File: src/rtl/shift_seq_4_bit_if.sv
// Request/response bundle between the ALU controller (master) and the
// multi-cycle shift sequencer (slave).
// Optional feature macro: ROTATE_EN adds the 'rotate' request bit.
interface shift_seq_4_bit_if #(
  parameter int WIDTH = 4,
  parameter int CNT_W = 3
);
  // Request side, driven by the controller
  logic             start;
  logic [WIDTH-1:0] operand;
  logic [CNT_W-1:0] amount;
  logic             select;
  logic             ar_select;
  logic             fill_in;
`ifdef ROTATE_EN
  logic             rotate;
`endif

  // Response side, driven by the sequencer
  logic             busy;
  logic             done;
  logic [WIDTH-1:0] result;
  logic             carry;
  logic             zero;

`ifdef ROTATE_EN
  modport master (
    output start, operand, amount, select, ar_select, fill_in, rotate,
    input  busy, done, result, carry, zero
  );

  modport slave (
    input  start, operand, amount, select, ar_select, fill_in, rotate,
    output busy, done, result, carry, zero
  );
`else
  modport master (
    output start, operand, amount, select, ar_select, fill_in,
    input  busy, done, result, carry, zero
  );

  modport slave (
    input  start, operand, amount, select, ar_select, fill_in,
    output busy, done, result, carry, zero
  );
`endif
endinterface

File: src/rtl/shift_seq_4_bit.sv
// Multi-cycle shift sequencer: loads an operand and applies one single-bit
// shift step per clock for 'amount' steps, then reports the final word, the
// last bit shifted out and a one-cycle done pulse.
// Optional feature macro: ROTATE_EN (rotate mode, fill = bit shifted out).
// Timing: with start seen in cycle 0, done is high in cycle amount+1.
module shift_seq_4_bit #(
  parameter int WIDTH = 4,
  parameter int CNT_W = 3
) (
  input  logic             clk,
  input  logic             reset,
  shift_seq_4_bit_if.slave bus
);

  typedef enum logic [1:0] {
    IDLE  = 2'd0,
    SHIFT = 2'd1,
    DONE  = 2'd2
  } state_e;

  state_e           state_q,  state_d;
  logic [WIDTH-1:0] work_q,   work_d;
  logic [CNT_W-1:0] cnt_q,    cnt_d;
  logic             dir_q,    dir_d;
  logic             ar_q,     ar_d;
  logic             fill_q,   fill_d;
  logic             rot_q,    rot_d;
  logic             cy_q,     cy_d;     // working carry, last bit shifted out

  logic             busy_q,   busy_d;
  logic             done_q,   done_d;
  logic [WIDTH-1:0] result_q, result_d;
  logic             carry_q,  carry_d;
  logic             zero_q,   zero_d;

  logic             rotate_in;
  logic [WIDTH-1:0] step_word;
  logic             step_out;
  logic             step_fill;

`ifdef ROTATE_EN
  assign rotate_in = bus.rotate;
`else
  assign rotate_in = 1'b0;
`endif

  // One shift step of the working register using the captured mode bits
  always_comb begin
    step_out  = dir_q ? work_q[0] : work_q[WIDTH-1];
    step_fill = rot_q ? step_out : fill_q;
    if (dir_q) begin
      step_word = {step_fill, work_q[WIDTH-1:1]};
    end else begin
      step_word = {work_q[WIDTH-2:0], step_fill};
    end
    // Arithmetic mode keeps the sign bit in both directions; rotate overrides it
    if (ar_q && !rot_q) begin
      step_word[WIDTH-1] = work_q[WIDTH-1];
    end
  end

  // Next-state and next-output computation for the sequencer
  always_comb begin
    // NOTE: every signal gets a hold/default value first so no path leaves it unassigned and no latch is inferred.
    state_d  = state_q;
    work_d   = work_q;
    cnt_d    = cnt_q;
    dir_d    = dir_q;
    ar_d     = ar_q;
    fill_d   = fill_q;
    rot_d    = rot_q;
    cy_d     = cy_q;
    result_d = result_q;
    carry_d  = carry_q;
    zero_d   = zero_q;
    done_d   = 1'b0;

    unique case (state_q)
      IDLE: begin
        if (bus.start) begin
          work_d  = bus.operand;
          cnt_d   = bus.amount;
          dir_d   = bus.select;
          ar_d    = bus.ar_select;
          fill_d  = bus.fill_in;
          rot_d   = rotate_in;
          cy_d    = 1'b0;
          state_d = (bus.amount != '0) ? SHIFT : DONE;
        end
      end
      SHIFT: begin
        work_d = step_word;
        cy_d   = step_out;
        cnt_d  = cnt_q - CNT_W'(1);
        if (cnt_q == CNT_W'(1)) begin
          state_d = DONE;
        end
      end
      DONE: begin
        state_d = IDLE;
      end
      default: begin
        state_d = IDLE;
      end
    endcase

    // Outputs are registered against the state being entered so they line
    // up with it: busy tracks non-IDLE, done/result/carry/zero with DONE.
    busy_d = (state_d != IDLE);
    if (state_d == DONE) begin
      done_d   = 1'b1;
      result_d = work_d;
      carry_d  = cy_d;
      zero_d   = (work_d == '0);
    end
  end

  // State, datapath and registered outputs with synchronous reset
  always_ff @(posedge clk) begin
    // NOTE: sequential state uses non-blocking assignments so all flops update together at the edge.
    if (reset) begin
      state_q  <= IDLE;
      work_q   <= '0;
      cnt_q    <= '0;
      dir_q    <= 1'b0;
      ar_q     <= 1'b0;
      fill_q   <= 1'b0;
      rot_q    <= 1'b0;
      cy_q     <= 1'b0;
      busy_q   <= 1'b0;
      done_q   <= 1'b0;
      result_q <= '0;
      carry_q  <= 1'b0;
      zero_q   <= 1'b0;
    end else begin
      state_q  <= state_d;
      work_q   <= work_d;
      cnt_q    <= cnt_d;
      dir_q    <= dir_d;
      ar_q     <= ar_d;
      fill_q   <= fill_d;
      rot_q    <= rot_d;
      cy_q     <= cy_d;
      busy_q   <= busy_d;
      done_q   <= done_d;
      result_q <= result_d;
      carry_q  <= carry_d;
      zero_q   <= zero_d;
    end
  end

  assign bus.busy   = busy_q;
  assign bus.done   = done_q;
  assign bus.result = result_q;
  assign bus.carry  = carry_q;
  assign bus.zero   = zero_q;

endmodule

File: src/flat_wrapper.sv
// flat-port wrapper written by rule: the top's interface ports become plain ports
module shift_seq_4_bit_flat 
#(
  parameter int WIDTH = 4,
  parameter int CNT_W = 3
)
  (clk, reset, bus_start, bus_operand, bus_amount, bus_select, bus_ar_select, bus_fill_in, bus_busy, bus_done, bus_result, bus_carry, bus_zero);
  shift_seq_4_bit_if #(.WIDTH(WIDTH), .CNT_W(CNT_W)) bus_i ();
  input  logic clk;
  input  logic reset;
  input wire logic [$bits(bus_i.start)-1:0] bus_start;
  input wire logic [$bits(bus_i.operand)-1:0] bus_operand;
  input wire logic [$bits(bus_i.amount)-1:0] bus_amount;
  input wire logic [$bits(bus_i.select)-1:0] bus_select;
  input wire logic [$bits(bus_i.ar_select)-1:0] bus_ar_select;
  input wire logic [$bits(bus_i.fill_in)-1:0] bus_fill_in;
  output wire logic [$bits(bus_i.busy)-1:0] bus_busy;
  output wire logic [$bits(bus_i.done)-1:0] bus_done;
  output wire logic [$bits(bus_i.result)-1:0] bus_result;
  output wire logic [$bits(bus_i.carry)-1:0] bus_carry;
  output wire logic [$bits(bus_i.zero)-1:0] bus_zero;
  assign bus_i.start = bus_start;
  assign bus_i.operand = bus_operand;
  assign bus_i.amount = bus_amount;
  assign bus_i.select = bus_select;
  assign bus_i.ar_select = bus_ar_select;
  assign bus_i.fill_in = bus_fill_in;
  assign bus_busy = bus_i.busy;
  assign bus_done = bus_i.done;
  assign bus_result = bus_i.result;
  assign bus_carry = bus_i.carry;
  assign bus_zero = bus_i.zero;
  shift_seq_4_bit #(.WIDTH(WIDTH), .CNT_W(CNT_W)) u_core (.clk(clk), .reset(reset), .bus(bus_i));
endmodule
File: config.mk
export PLATFORM = sky130hd
export DESIGN_NAME = shift_seq_4_bit_flat
export DESIGN_NICKNAME = d
export VERILOG_FILES = /design/src/rtl/shift_seq_4_bit_if.sv /design/src/rtl/shift_seq_4_bit.sv /design/src/flat_wrapper.sv
export SDC_FILE = /design/constraint.sdc
export NUM_CORES = 1
export LEC_CHECK = 0
export ABC_AREA = 1
export CELL_PAD_IN_SITES_DETAIL_PLACEMENT = 1
export CELL_PAD_IN_SITES_GLOBAL_PLACEMENT = 2
export CORE_ASPECT_RATIO = 1.5
export CORE_MARGIN = 10
export CORE_UTILIZATION = 24
export CTS_CLUSTER_DIAMETER = 60
export DETAILED_ROUTE_END_ITERATION = 7
export GPL_ROUTABILITY_DRIVEN = 0
export HOLD_SLACK_MARGIN = 0.03
export PLACE_DENSITY = 0.76
export SLEW_MARGIN = 20
export SYNTH_ARGS = -nofsm -noshare
export SYNTH_HDL_FRONTEND = slang
export SYNTH_SLANG_ARGS = --single-unit
File: constraint.sdc
create_clock -name clk -period 1.2 [get_ports clk]
set_clock_uncertainty 0.1 [all_clocks]
set_input_delay 0.3 -clock clk [delete_from_list [all_inputs] [get_ports clk]]
set_output_delay 0.3 -clock clk [all_outputs]
set_load 0.01 [all_outputs]
---- Word level (Yosys, flattened, before mapping) ----
Index checks and enable logic that the tools add are counted.
storage, ports and cells
  bits in registers ....................... 21
  logic and storage cells ................. 38
cells by class
  add/subtract/negate cells ............... 1
  equality and inequality tests ........... 4
  mux-type cells .......................... 14
  reductions and logical operators ........ 7
operators by type and width
  cell                   number
  $mux W4                2
  $pmux W4 S2            1
  $mux W2                3
  $pmux W3 S2            1
  $logic_not A4 Y1       1
  $mux W1                4
  $pmux W2 S2            1
  $reduce_and A2 Y1      2
  $reduce_bool A2 Y1     2
  $eq A3 B1 Y1 const B   1
  $mux W3                1
  $reduce_bool A3 Y1     1
  $sub A3 B1 Y3 const B  1
  $eq A2 B1 Y1 const B   1
  $eq A2 B2 Y1 const B   1
  $logic_not A2 Y1       1
  $ne A2 B2 Y1 const B   1
  $pmux W1 S2            1

---- Depth between registers and ports, before layout ----
Gate-level depths: netlist of run 1.
  depth after elaboration ................. 6
  mapped depth ............................ 9
  gate-level depth less buffers ........... 9

---- Worst setup path before layout of run 1 ----
No wires, ideal clock.
  kind .................................... register to register
  start point ............................. register u_core.cnt_q[0]
  end point ............................... register u_core.cnt_q[2]
  setup time .............................. 109 ps
  data arrival time ....................... 1065 ps
  slack ................................... -74 ps
  cell stages (with the launch flop) ...... 8
  path buffers ............................ 0
  period minus slack after synthesis ...... 1274 ps
  path through ............................ dfxtp_1 > inv_1 > ha_1 > or2_2 > nand3_1 > o221ai_1 > nand2_1 > inv_1
between the ends
  longest elaborated chain between the ends .. 2
RTL lines
  item                      RTL line                RTL
  start: declaration        shift_seq_4_bit.sv:23   logic [CNT_W-1:0] cnt_q, cnt_d;
  start signal: assignment  shift_seq_4_bit.sv:138  cnt_q <= cnt_d;
  $sub A3 B1 Y3             shift_seq_4_bit.sv:94   cnt_d = cnt_q - CNT_W'(1);
  $pmux W3 S2               shift_seq_4_bit.sv:78   unique case (state_q)
Every way passes these cells.
A chain may end at the register's enable or synchronous reset.

---- Final worst setup path of run 1 ----
  start point ............................. register u_core.cnt_q[1]
  end point ............................... register u_core.done_q (netlist: u_core.bus.done)
between the ends
  longest elaborated chain between the ends .. 5
RTL lines
  item                    RTL line                RTL
  $eq A3 B1 Y1            shift_seq_4_bit.sv:95   if (cnt_q == CNT_W'(1)) begin
  $mux W2                 shift_seq_4_bit.sv:95
  $pmux W2 S2             shift_seq_4_bit.sv:78
  $eq A2 B2 Y1            shift_seq_4_bit.sv:110  if (state_d == DONE) begin
  $mux W1                 shift_seq_4_bit.sv:110
  end signal: assignment  shift_seq_4_bit.sv:145  done_q <= done_d;
  end: declaration        shift_seq_4_bit.sv:31   logic done_q, done_d;
Every way passes these cells.

==> results of run 1 <==
==> layer usage <==
layer / up-vias / wire [um] / global-route usage
met3: 5 / 94 / 0.0197
met5: - / 0 / 0
met2: 15 / 1880 / 0.176
li1: 547 / - / -
met1: 520 / 1230 / 0.0982
met4: 0 / 55 / 0.0388
==> stage by stage <==
stage	hold slack [ns]	cell area (um^2)	utilization	total power, uW	setup TNS, ns
finish	0.382	1650	0.396	1870	-0.907
global route	0.411	1650	0.396	1990	-1.94
CTS	0.384	1560	0.373	1840	-0.893
detailed placement	0.374	1450	0.347	1330	-9.93
global placement	0.372	1450	0.347	1320	-9.65
floorplan	0.344	1050	-	1090	-0.153
==> power groups by stage <==
| stage | sequential [uW] | combinational (uW) | clock, uW |
|---|---|---|---|
| after floorplan | 819 | 267 | 0 |
| after global placement | 821 | 498 | 0 |
| after detailed placement | 823 | 510 | 0 |
| after CTS | 812 | 540 | 490 |
| after global routing | 821 | 653 | 520 |
| final | 811 | 580 | 479 |
==> logic make-up after synthesis <==
family          synth area share
simple gates               0.333
buf+inv                    0.107
compound gates             0.125
flops                      0.410
fa+ha+maj                 0.0244
==> how the worst min path moves through the flow <==
stage                    start         endpoint  slack [ns]  depth (start not counted)
2_1_floorplan      u_core.ar_q      u_core.ar_q        0.34                          2
3_3_place_gp       u_core.ar_q      u_core.ar_q        0.37                          2
3_5_place_dp       u_core.ar_q      u_core.ar_q        0.37                          2
4_1_cts        u_core.bus.zero  u_core.bus.zero        0.38                          2
5_1_grt            u_core.ar_q      u_core.ar_q        0.41                          2
6_report       u_core.bus.zero  u_core.bus.zero        0.38                          2
==> final cells by class <==
type	instances	area, um^2	share of cell area
inverter	25	110	0.0666
clock buffer	3	41.3	0.0250
multi-input combinational	96	594	0.360
tap	46	57.6	0.0348
sequential	21	439	0.266
timing repair buffer	49	405	0.245
clock inverter	1	5.00	0.00303
==> critical path, stage by stage, from the launching register on <==
cell	delay, ns
sky130_fd_sc_hd__dfxtp_2	0.34
sky130_fd_sc_hd__inv_2	0.05
sky130_fd_sc_hd__ha_4	0.16
sky130_fd_sc_hd__nand2_4	0.06
sky130_fd_sc_hd__a21oi_4	0.05
sky130_fd_sc_hd__nor2_4	0.18
sky130_fd_sc_hd__buf_4	0.15
sky130_fd_sc_hd__buf_6	0.08
sky130_fd_sc_hd__nor2_1	0.03
==> cells in the final DEF, fill, tap and decap left out, types with 2 or more instances in the layout <==
| cell | n |
|---|---|
| sky130_fd_sc_hd__a21oi_1 | 5 |
| sky130_fd_sc_hd__buf_2 | 8 |
| sky130_fd_sc_hd__buf_4 | 22 |
| sky130_fd_sc_hd__buf_6 | 5 |
| sky130_fd_sc_hd__clkbuf_8 | 3 |
| sky130_fd_sc_hd__clkdlybuf4s50_1 | 7 |
| sky130_fd_sc_hd__dfxtp_1 | 14 |
| sky130_fd_sc_hd__dfxtp_2 | 3 |
| sky130_fd_sc_hd__dfxtp_4 | 4 |
| sky130_fd_sc_hd__dlygate4sd2_1 | 5 |
| sky130_fd_sc_hd__inv_1 | 15 |
| sky130_fd_sc_hd__inv_2 | 5 |
| sky130_fd_sc_hd__inv_4 | 3 |
| sky130_fd_sc_hd__nand2_1 | 29 |
| sky130_fd_sc_hd__nand2_2 | 3 |
| sky130_fd_sc_hd__nand2_4 | 4 |
| sky130_fd_sc_hd__nand3_1 | 7 |
| sky130_fd_sc_hd__nand3_2 | 4 |
| sky130_fd_sc_hd__nor2_1 | 15 |
| sky130_fd_sc_hd__nor2_2 | 4 |
| sky130_fd_sc_hd__nor2_4 | 3 |
| sky130_fd_sc_hd__o21ai_0 | 3 |
| sky130_fd_sc_hd__o21ai_1 | 3 |
| sky130_fd_sc_hd__o21ai_2 | 5 |
| sky130_fd_sc_hd__or2_4 | 2 |
==> what timing repair did <==
| item | CTS | global route |
|---|---|---|
| hold buffers | 0 | 0 |
| setup buffers | 5 | 4 |
| pin swaps | 10 | 5 |
| resized for setup | 58 | 22 |
| endpoints found under the setup margin | 29 | 20 |
==> registers in the layout, summed over array words and instances, names as in the netlist, 2 cells and up <==
signal	cells
u_core.state_q	2
u_core.cnt_q	3
u_core.bus.result	4
u_core.work_q	4
==> summary.txt, run 1 <==
===================================================================================
Core box area                                                             4170 um^2
Synthesized Nets                                                                160
Die Wd                                                                      73.4 um
Ratio of routed vias to standard cells                                         4.51
# setup viols final                                                               9
Maximum clock frequency                                                     760 MHz
Most instantiated library cell after synthesis                         sky130_fd_sc_hd__nand2_1
Switching pwr                                                                590 uW
Synth Area per Inst                                                       7.07 um^2
Relative contribution of the clock network to total power                     0.256
Slack of the critical path                                                -0.115 ns
Unrepaired setup endpoints after global routing                                true
HPWL after DPL                                                              2580 um
Share of cells above drive strength 1                                         0.451
Max Slew Vio Count                                                                0
Average detailed-routed wire length per instance                            13.5 um
Worst voltage drop across the vdd grid                                       675 uV
Number of fill cells                                                            514
Number of instances in the synthesized netlist                                  145
Number of H-tree levels                                                           1
Via count                                                                     1,087
Reg2Reg Launch Point                                                   u_core.cnt_q[1]
Unique cell type count in the Yosys netlist                                      24
Final #Nets                                                                     211
Sequential element share of the synthesized area                              0.410
Count of placed standard cells in the final layout, fillers left out            241
IO Count                                                                         21
Overall routed net length                                                   3250 um
Number of iterations in the first detailed-routing pass                           4
Crit path max fanout                                                              6
Crit path required time                                                     1.26 ns
Die extent in y                                                              100 um
Number of hold violations in the final report                                     0
GRT Resource Usage Total                                                     0.0948
Data arrival at the endpoint of the critical path                           1.37 ns
Largest net degree at the start of global routing                                13
Worst Setup Start Kind                                                     register
Clock latency of the later-clocked register in the worst-skew pair          0.26 ns
Critical Path Sink                                                     u_core.bus.done
Cell type contributing the most total cell area after synthesis        sky130_fd_sc_hd__dfxtp_1
Number of routed nets with antenna violations                                     0
Synth Register Bits                                                              21
Violation count after the first detailed-route iteration                         18
Area growth syn-to-layout                                                     61.3%
# clock sinks                                                                    21
Initial Util                                                                  0.246
R2R cell count                                                                    8
Die area                                                                  7340 um^2
Combinational fraction of design power                                        0.310
Wire length of the first global-routing pass                                5530 um
Relative max-transition margin                                                0.815
Violations in the final reports                                        negative setup slack
Total standard cell area after synthesis                                  1020 um^2
Clk slew on worst S/H paths                                                 0.08 ns
Number of buffers on the longest clock path                                       2
CP Capture Type                                                            register
Placed cell count                                                               228
TritonCTS clock tree                                                           done
Hold crit path type                                                         reg2reg
Drc violations                                                                    0
Number of synthesized flops with an enable pin                                    0
Transition time at the pin with the least slew margin                      0.277 ns
Number of CTS-inserted buffers                                                    3
Antenna Cells                                                                     0
YS warnings                                                                       0
Synth top area cells                                                   sky130_fd_sc_hd__dfxtp_1, sky130_fd_sc_hd__nand2_1, sky130_fd_sc_hd__inv_1, sky130_fd_sc_hd__nor2_1, sky130_fd_sc_hd__nand3_1
Register-to-register setup slack                                           -0.12 ns
Residual overflow from global routing                                             0
Worst setup path start                                                 u_core.cnt_q[1]
Fin crit share                                                                 1.10
Worst R2R End                                                          u_core.bus.done
Vias in the first global route                                                1,192
Leak pwr                                                                0.000798 uW
Clock period minus final worst setup slack                                  1.32 ns
Share of total power consumed by net switching                                0.315
Post-synth top flop                                                    sky130_fd_sc_hd__dfxtp_1
Max-cap violations                                                                0
Std-Cell Rows                                                                    29
Top cells by count, synth                                              sky130_fd_sc_hd__nand2_1, sky130_fd_sc_hd__dfxtp_1, sky130_fd_sc_hd__inv_1, sky130_fd_sc_hd__nor2_1, sky130_fd_sc_hd__nand3_1
Power Internal                                                              1280 uW
Pwr/cell area                                                          1130 nW/um^2
Part of the power in registers                                                0.434
Crit path kind                                                              reg2reg
Post-placement worst setup slack                                          -0.598 ns
Clock tree root driver cell                                            sky130_fd_sc_hd__clkbuf_8
Number of input and output port buffers inserted                                 20
Number of antenna violations at the first check in global routing                 0
Fraction of synthesis flops using an asynchronous set or reset pin                0
Portion of synthesized cell area occupied by the leading cell type            0.410
Result of the run                                                      complete, but fails checks
===================================================================================
Power figures use the tool's default switching activity.
==> run 2, diff against run 1 <==
--- a/config.mk
+++ b/config.mk
@@ -10,12 +10,13 @@
 export CELL_PAD_IN_SITES_GLOBAL_PLACEMENT = 2
 export CORE_ASPECT_RATIO = 1.5
 export CORE_MARGIN = 10
-export CORE_UTILIZATION = 24
+export CORE_UTILIZATION = 27
 export CTS_CLUSTER_DIAMETER = 60
 export DETAILED_ROUTE_END_ITERATION = 7
 export GPL_ROUTABILITY_DRIVEN = 0
 export HOLD_SLACK_MARGIN = 0.03
-export PLACE_DENSITY = 0.76
+export MAX_ROUTING_LAYER = met4
+export PLACE_DENSITY_LB_ADDON = 0.2
 export SLEW_MARGIN = 20
 export SYNTH_ARGS = -nofsm -noshare
 export SYNTH_HDL_FRONTEND = slang
==> constraint.sdc (replaced) <==
create_clock -name clk -period 1.28 [get_ports clk]
set_clock_uncertainty 0.1 [all_clocks]
set_input_delay 0.32 -clock clk [delete_from_list [all_inputs] [get_ports clk]]
set_output_delay 0.32 -clock clk [all_outputs]
set_load 0.01 [all_outputs]
==> run 2 against run 1 <==
  * The flow still finishes with violations (negative setup slack)
  * Via count increased by 2.7%
  * Routed wire length increased by 10%
  * Register-to-register slack improved by 0.03 ns
  * Fmax decreased by 3.8%
  * Global-route usage increased by 1.0 points
  * Flip-flop and latch count unchanged
==> summary.txt, run 2 (synthesized netlist as in run 1, its figures left out) <==
=================================================================================
Crit path kind                                                            reg2reg
Overall routed net length                                                 3590 um   +10%
Combinational fraction of design power                                      0.344   +0.034
Residual overflow from global routing                                           0   unchanged
R2R cell count                                                                  8   unchanged
Leak pwr                                                              0.000854 uW   +7.0%
Commonest cells after routing, fill and taps aside                   sky130_fd_sc_hd__buf_4, sky130_fd_sc_hd__nand2_1, sky130_fd_sc_hd__inv_1
Std-Cell Rows                                                                  27   -6.9%
Most common cell after layout, fill and taps aside                   sky130_fd_sc_hd__buf_4
Number of buffers on the longest clock path                                     2   unchanged
Clock period minus final worst setup slack                                1.37 ns   +0.0524 ns
Slowest stage delay, CP                                                   0.34 ns   about the same
Part of the power in registers                                              0.418   -0.016
Relative max-transition margin                                              0.812   -0.00335
Fin crit share                                                               1.07   -0.0276
Share of cells above drive strength 1                                       0.483   +0.0316
Sequence of cells on the critical path                               inv_2, ha_4, nand2_4, a21oi_4, nor2_4, inv_4, o21ai_1, a21oi_1
Largest net degree at the start of global routing                              12   -1
Result of the run                                                    complete, but fails checks
Initial Util                                                                0.278   +0.0327
Wire length of the first global-routing pass                              5590 um   +1.1%
Post-Place Cell Area                                                    1410 um^2   -2.8%
Die Wd                                                                    70.3 um   -4.2%
Share of total power consumed by net switching                              0.314   -0.00113
GRT Resource Usage Total                                                    0.105   +0.0105
Number of CTS-inserted buffers                                                  3   unchanged
Number of input and output port buffers inserted                               20   unchanged
Antenna Cells                                                                   0   unchanged
CP Capture Type                                                          register
Unrepaired setup endpoints after global routing                              true
Power Internal                                                            1250 uW   -2.3%
Number of fill cells                                                          463   -9.9%
CP max stage cell                                                    sky130_fd_sc_hd__dfxtp_2
Number of H-tree levels                                                         1   unchanged
Final #Nets                                                                   221   +4.7%
Ratio of routed vias to standard cells                                       4.50   -0.23%
Worst R2R End                                                        u_core.bus.carry
Data arrival at the endpoint of the critical path                         1.42 ns   +0.05 ns
Via count                                                                   1,116   +2.7%
IO Count                                                                       21   unchanged
Max-cap violations                                                              0   unchanged
Hold crit path type                                                        in2reg
Depth of the worst hold-timing path                                             3   +1
Core box area                                                           3680 um^2   -12%
Post-placement worst setup slack                                        -0.559 ns   +0.0398 ns
Maximum clock frequency                                                   731 MHz   -3.8%
Worst Hold End                                                       u_core.bus.zero
Clock latency of the later-clocked register in the worst-skew pair        0.26 ns   about the same
Number of routed nets with antenna violations                                   0   unchanged
TritonCTS clock tree                                                         done
Drc violations                                                                  0   unchanged
Number of hold violations in the final report                                   0   unchanged
Clk slew on worst S/H paths                                               0.08 ns   about the same
Die area                                                                6710 um^2   -8.5%
Area growth syn-to-layout                                                   73.5%
Crit path max fanout                                                            7   +1
Multi-input logic area                                                   633 um^2   +6.5%
Pwr/cell area                                                        1030 nW/um^2   -9.4%
Area taken by flip-flops and latches                                     439 um^2   unchanged
Crit path required time                                                   1.33 ns   +0.07 ns
Die extent in y                                                           95.5 um   -4.6%
Switching pwr                                                              573 uW   -2.8%
Worst Setup Start Kind                                                   register
Clock tree root driver cell                                          sky130_fd_sc_hd__clkbuf_8
Violation count after the first detailed-route iteration                       18   unchanged
HP Start                                                                    reset
Post-route design area                                                  1780 um^2   +7.6%
# clock sinks                                                                  21   unchanged
Relative contribution of the clock network to total power                   0.238   -0.018
Worst voltage drop across the vdd grid                                     644 uV   -4.6%
Cts-stage hold buffer count                                                     0   unchanged
Average detailed-routed wire length per instance                          14.5 um   +7.2%
# setup viols final                                                             7   -2
Transition time at the pin with the least slew margin                    0.282 ns   +0.00503 ns
Register-to-register setup slack                                         -0.09 ns   +0.03 ns
HPWL after DPL                                                            2660 um   +3.4%
Vias in the first global route                                              1,210   +1.5%
Reg2Reg Launch Point                                                 u_core.cnt_q[1]
Slack of the critical path                                             -0.0875 ns   +0.0276 ns
Worst setup path start                                               u_core.cnt_q[1]
Number of antenna violations at the first check in global routing               0   unchanged
Max Slew Vio Count                                                              0   unchanged
Violations in the final reports                                      negative setup slack
Number of iterations in the first detailed-routing pass                         4   unchanged
=================================================================================
## run 2: cell types whose count changed in the layout (fill, tap and decap cells not counted), moves of 3 or more
| cell | previous run | this run |
|---|---|---|
| sky130_fd_sc_hd__buf_4 | 22 | 34 |
| sky130_fd_sc_hd__buf_2 | 8 | 1 |
| sky130_fd_sc_hd__clkbuf_2 | 0 | 4 |
| sky130_fd_sc_hd__nand2_1 | 29 | 25 |
| sky130_fd_sc_hd__o21ai_2 | 5 | 1 |
| sky130_fd_sc_hd__nand2_2 | 3 | 6 |
| sky130_fd_sc_hd__nor2_4 | 3 | 6 |
| sky130_fd_sc_hd__o21ai_0 | 3 | 6 |
## run 2: routing by layer
| layer | GRT usage | up-vias | share of wire |
|---|---|---|---|
| met5 | - | - | 0 |
| met4 | 0.0297 | 0 | 0.0064 |
| met3 | 0.0218 | 2 | 0.029 |
| met2 | 0.212 | 12 | 0.61 |
| met1 | 0.0960 | 533 | 0.35 |
| li1 | - | 569 | - |
## run 2: repair_timing
item | in CTS | in global routing
buffers inserted | 6 | 14
gates resized for setup | 56 | 28
endpoints found under the setup margin | 27 | 22
pin swaps | 15 | 16
## run 2: worst max-delay path by stage
stage	to	slack, ns	cells past startpoint
detailed placement	u_core.bus.zero	-0.56	7
finish	u_core.bus.carry	-0.09	8
floorplan	u_core.cnt_q[2]	0.006	7
global route	u_core.cnt_q[2]	-0.13	7
global placement	u_core.bus.zero	-0.51	7
CTS	u_core.bus.carry	-0.09	8
## run 2: power groups by stage
stage / combinational [uW] / clock (uW) / sequential [uW]
3_5_place_dp: 465 / 0 / 768
4_1_cts: 534 / 455 / 763
5_1_grt: 689 / 475 / 771
2_1_floorplan: 237 / 0 / 762
6_report: 627 / 435 / 762
3_3_place_gp: 451 / 0 / 766
## run 2: critical path: cells and delay by family (launching register included)
kind | cells | cell delay, ns
simple gates | 2 | 0.28
fa+ha+maj | 1 | 0.15
flops | 1 | 0.34
buf+inv | 2 | 0.14
compound gates | 3 | 0.25
## run 2: cell type report
type | instances | share of cell area
timing repair buffer | 59 | 0.279
sequential | 21 | 0.247
clock buffer | 4 | 0.0253
multi-input combinational | 96 | 0.356
tap | 43 | 0.0303
inverter | 25 | 0.0619
## run 2: through the flow
step	setup TNS, ns	hold slack (ns)	cells	power, uW	util
after floorplan	0	0.344	145	999	-
after global placement	-7.73	0.368	224	1220	0.382
after detailed placement	-8.36	0.381	224	1230	0.382
after CTS	-0.487	0.387	234	1750	0.437
after global routing	-0.990	0.410	248	1930	0.483
final	-0.427	0.394	248	1820	0.483
==> run 3, diff against run 2 <==
--- a/config.mk
+++ b/config.mk
@@ -10,7 +10,7 @@
 export CELL_PAD_IN_SITES_GLOBAL_PLACEMENT = 2
 export CORE_ASPECT_RATIO = 1.5
 export CORE_MARGIN = 10
-export CORE_UTILIZATION = 27
+export CORE_UTILIZATION = 24
 export CTS_CLUSTER_DIAMETER = 60
 export DETAILED_ROUTE_END_ITERATION = 7
 export GPL_ROUTABILITY_DRIVEN = 0
==> constraint.sdc (replaced) <==
create_clock -name clk -period 1.1 [get_ports clk]
set_clock_uncertainty 0.1 [all_clocks]
set_input_delay 0.275 -clock clk [delete_from_list [all_inputs] [get_ports clk]]
set_output_delay 0.275 -clock clk [all_outputs]
set_load 0.01 [all_outputs]
==> run 3 against run 2 <==
  * The flow still finishes with violations (negative setup slack)
  * Sequential power is 17% higher
  * Fmax up 0.79%
  * Critical path depth stayed put
  * Power grew 23%
  * Combinational power rose by 30%
  * Global-route usage decreased by 0.11 points
  * Setup slack got worse by 0.17 ns
  * Die area rose by 9.3%
  * Clock power is 23% higher
  * Worst hold slack worse by 0.0024 ns
  * Via count grew 3.1%
==> summary.txt, run 3 (synthesized netlist as in run 1, its figures left out) <==
===================================================================================
Result of the run                                                      complete, but fails checks
Violations in the final reports                                        negative setup slack
Die extent in y                                                              100 um   +4.8%
Core box area                                                             4170 um^2   +13%
Number of antenna violations at the first check in global routing                 0   unchanged
Clock tree root driver cell                                            sky130_fd_sc_hd__clkbuf_8
Std-Cell Rows                                                                    29   +7.4%
Share of cells above drive strength 1                                         0.576   +0.0927
Number of fill cells                                                            498   +7.6%
Crit path kind                                                              reg2reg
Crit path required time                                                     1.17 ns   -0.16 ns
HPWL after DPL                                                              2670 um   +0.38%
Largest net degree at the start of global routing                                13   +1
Worst Setup Start Kind                                                     register
Max Slew Vio Count                                                                0   unchanged
Number of hold violations in the final report                                     0   unchanged
IO Count                                                                         21   unchanged
Bufs and invs on worst path                                                       2   unchanged
CP Capture Type                                                            register
Placed cell count                                                               228   +1.8%
Number of buffers on the longest clock path                                       2   unchanged
Transition time at the pin with the least slew margin                      0.284 ns   +0.00266 ns
Fraction of the core area covered by cells at the end of the flow             0.444   -0.0391
Die area                                                                  7340 um^2   +9.3%
Vias in the first global route                                                1,298   +7.3%
Ratio of routed vias to standard cells                                         4.59   +1.9%
Count of placed standard cells in the final layout, fillers left out            251   +1.2%
Leak pwr                                                                0.000866 uW   +1.4%
Area growth syn-to-layout                                                     80.7%
Maximum clock frequency                                                     737 MHz   +0.79%
Final #Nets                                                                     221   unchanged
Total length of routed met3 wires                                             68 um   -34%
Worst voltage drop across the vdd grid                                       734 uV   +14%
Cts-stage hold buffer count                                                       0   unchanged
Number of iterations in the first detailed-routing pass                           2   -2
Highest metal layer used by the detailed router                                met4
Pwr/cell area                                                          1210 nW/um^2   +18%
Clk slew on worst S/H paths                                                 0.08 ns   about the same
Critical path's most frequent cell                                     sky130_fd_sc_hd__inv_4
Sequence of cells on the critical path                                 inv_4, ha_4, nand2_4, a21oi_4, nor2_4, inv_4, o21ai_2, nor2_1
# clock sinks                                                                    21   unchanged
Number of input and output port buffers inserted                                 20   unchanged
Number of CTS-inserted buffers                                                    3   unchanged
Max-cap violations                                                                0   unchanged
Drc violations                                                                    0   unchanged
Number of routed nets with antenna violations                                     0   unchanged
Routed met1 length                                                          1370 um   +8.9%
Die Wd                                                                      73.4 um   +4.3%
Slowest stage delay, CP                                                     0.36 ns   +0.02 ns
Data arrival at the endpoint of the critical path                           1.42 ns   about the same
Residual overflow from global routing                                             0   unchanged
Relative max-transition margin                                                0.810   -0.00177
Via count                                                                     1,151   +3.1%
CP max stage cell                                                      sky130_fd_sc_hd__dfxtp_2
Wire length of the first global-routing pass                                5820 um   +4.1%
Antenna Cells                                                                     0   unchanged
Number of H-tree levels                                                           1   unchanged
Hold crit path type                                                         reg2reg
GRT Resource Usage Total                                                      0.104   -0.00106
Average detailed-routed wire length per instance                            15.1 um   +4.2%
# setup viols final                                                              19   +12
Fin crit share                                                                 1.23   +0.165
Unrepaired setup endpoints after global routing                                true
Post-placement worst setup slack                                          -0.726 ns   -0.167 ns
Slack of the critical path                                                -0.257 ns   -0.169 ns
Violation count after the first detailed-route iteration                         11   -7
Clock period minus final worst setup slack                                  1.36 ns   -0.0108 ns
Most common cell after layout, fill and taps aside                     sky130_fd_sc_hd__buf_4
Commonest cells after routing, fill and taps aside                     sky130_fd_sc_hd__buf_4, sky130_fd_sc_hd__nand2_1, sky130_fd_sc_hd__inv_1
Overall routed net length                                                   3780 um   +5.5%
Family with the most delay on the worst path                             flip-flops
Initial Util                                                                  0.246   -0.0327
Detail Route met2 WL                                                        2270 um   +2.9%
Crit path max fanout                                                              7   unchanged
Clock latency of the later-clocked register in the worst-skew pair          0.27 ns   about the same
TritonCTS clock tree                                                           done
===================================================================================
-- run 3: cell count changes in the layout (fill, tap and decap cells not counted), sizes merged --
cell | previous run | this run
buf | 39 | 46
clkinv | 0 | 1
clkdlybuf4s50 | 7 | 8
clkdlybuf4s15 | 3 | 1
clkbuf | 8 | 3
dlymetal6s2s | 2 | 0
-- run 3: area by class of cell --
| type | count | area (um^2) | share of cell area |
|---|---|---|---|
| multi-input combinational | 96 | 686 | 0.370 |
| timing repair buffer | 59 | 509 | 0.275 |
| sequential | 21 | 440 | 0.238 |
| inverter | 25 | 113 | 0.0608 |
| tap | 46 | 57.6 | 0.0311 |
| clock buffer | 3 | 41.3 | 0.0223 |
| clock inverter | 1 | 5.00 | 0.00270 |
-- run 3: path summary, 6_finish.rpt --
kind,from,end,slack (ns),depth (start not counted)
worst max-delay path,u_core.cnt_q[1],u_core.bus.result[2],-0.26,8
worst min-delay path,u_core.ar_q,u_core.ar_q,0.39,2
worst max register to register,u_core.cnt_q[1],u_core.bus.result[2],-0.26,8
worst min register to register,u_core.ar_q,u_core.ar_q,0.39,2
-- run 3: per-stage QoR --
step | power (uW) | hold WS [ns] | setup TNS [ns] | cell area, um^2
finish | 2240 | 0.392 | -3.15 | 1850
floorplan | 1190 | 0.333 | -0.902 | 1060
global route | 2380 | 0.434 | -4.71 | 1850
CTS | 2120 | 0.392 | -3.01 | 1670
detailed placement | 1470 | 0.373 | -12.60 | 1450
global placement | 1450 | 0.369 | -12.10 | 1450
-- run 3: report_power, final --
part	switching (uW)	internal [uW]
combinational	396	419
sequential	62.5	832
clock	279	253
total	738	1500
-- run 3: what timing repair did --
action / 4_1_cts / 5_1_grt
resized for setup: 74 / 39
pin swaps: 13 / 14
buffers inserted: 10 / 9
gates cloned: 0 / 0
endpoints found under the setup margin: 29 / 28
-- run 3: worst reg2reg max path, stage by stage (launching register included) --
cell	delay, ns
sky130_fd_sc_hd__dfxtp_2	0.36
sky130_fd_sc_hd__inv_4	0.05
sky130_fd_sc_hd__ha_4	0.16
sky130_fd_sc_hd__nand2_4	0.07
sky130_fd_sc_hd__a21oi_4	0.05
sky130_fd_sc_hd__nor2_4	0.21
sky130_fd_sc_hd__inv_4	0.09
sky130_fd_sc_hd__o21ai_2	0.12
sky130_fd_sc_hd__nor2_1	0.05
-- run 3: routing by layer --
metal | global-route usage | vias up
met5 | - | -
met4 | 0.0388 | 0
met3 | 0.0168 | 7
met2 | 0.200 | 18
met1 | 0.0986 | 558
li1 | - | 568
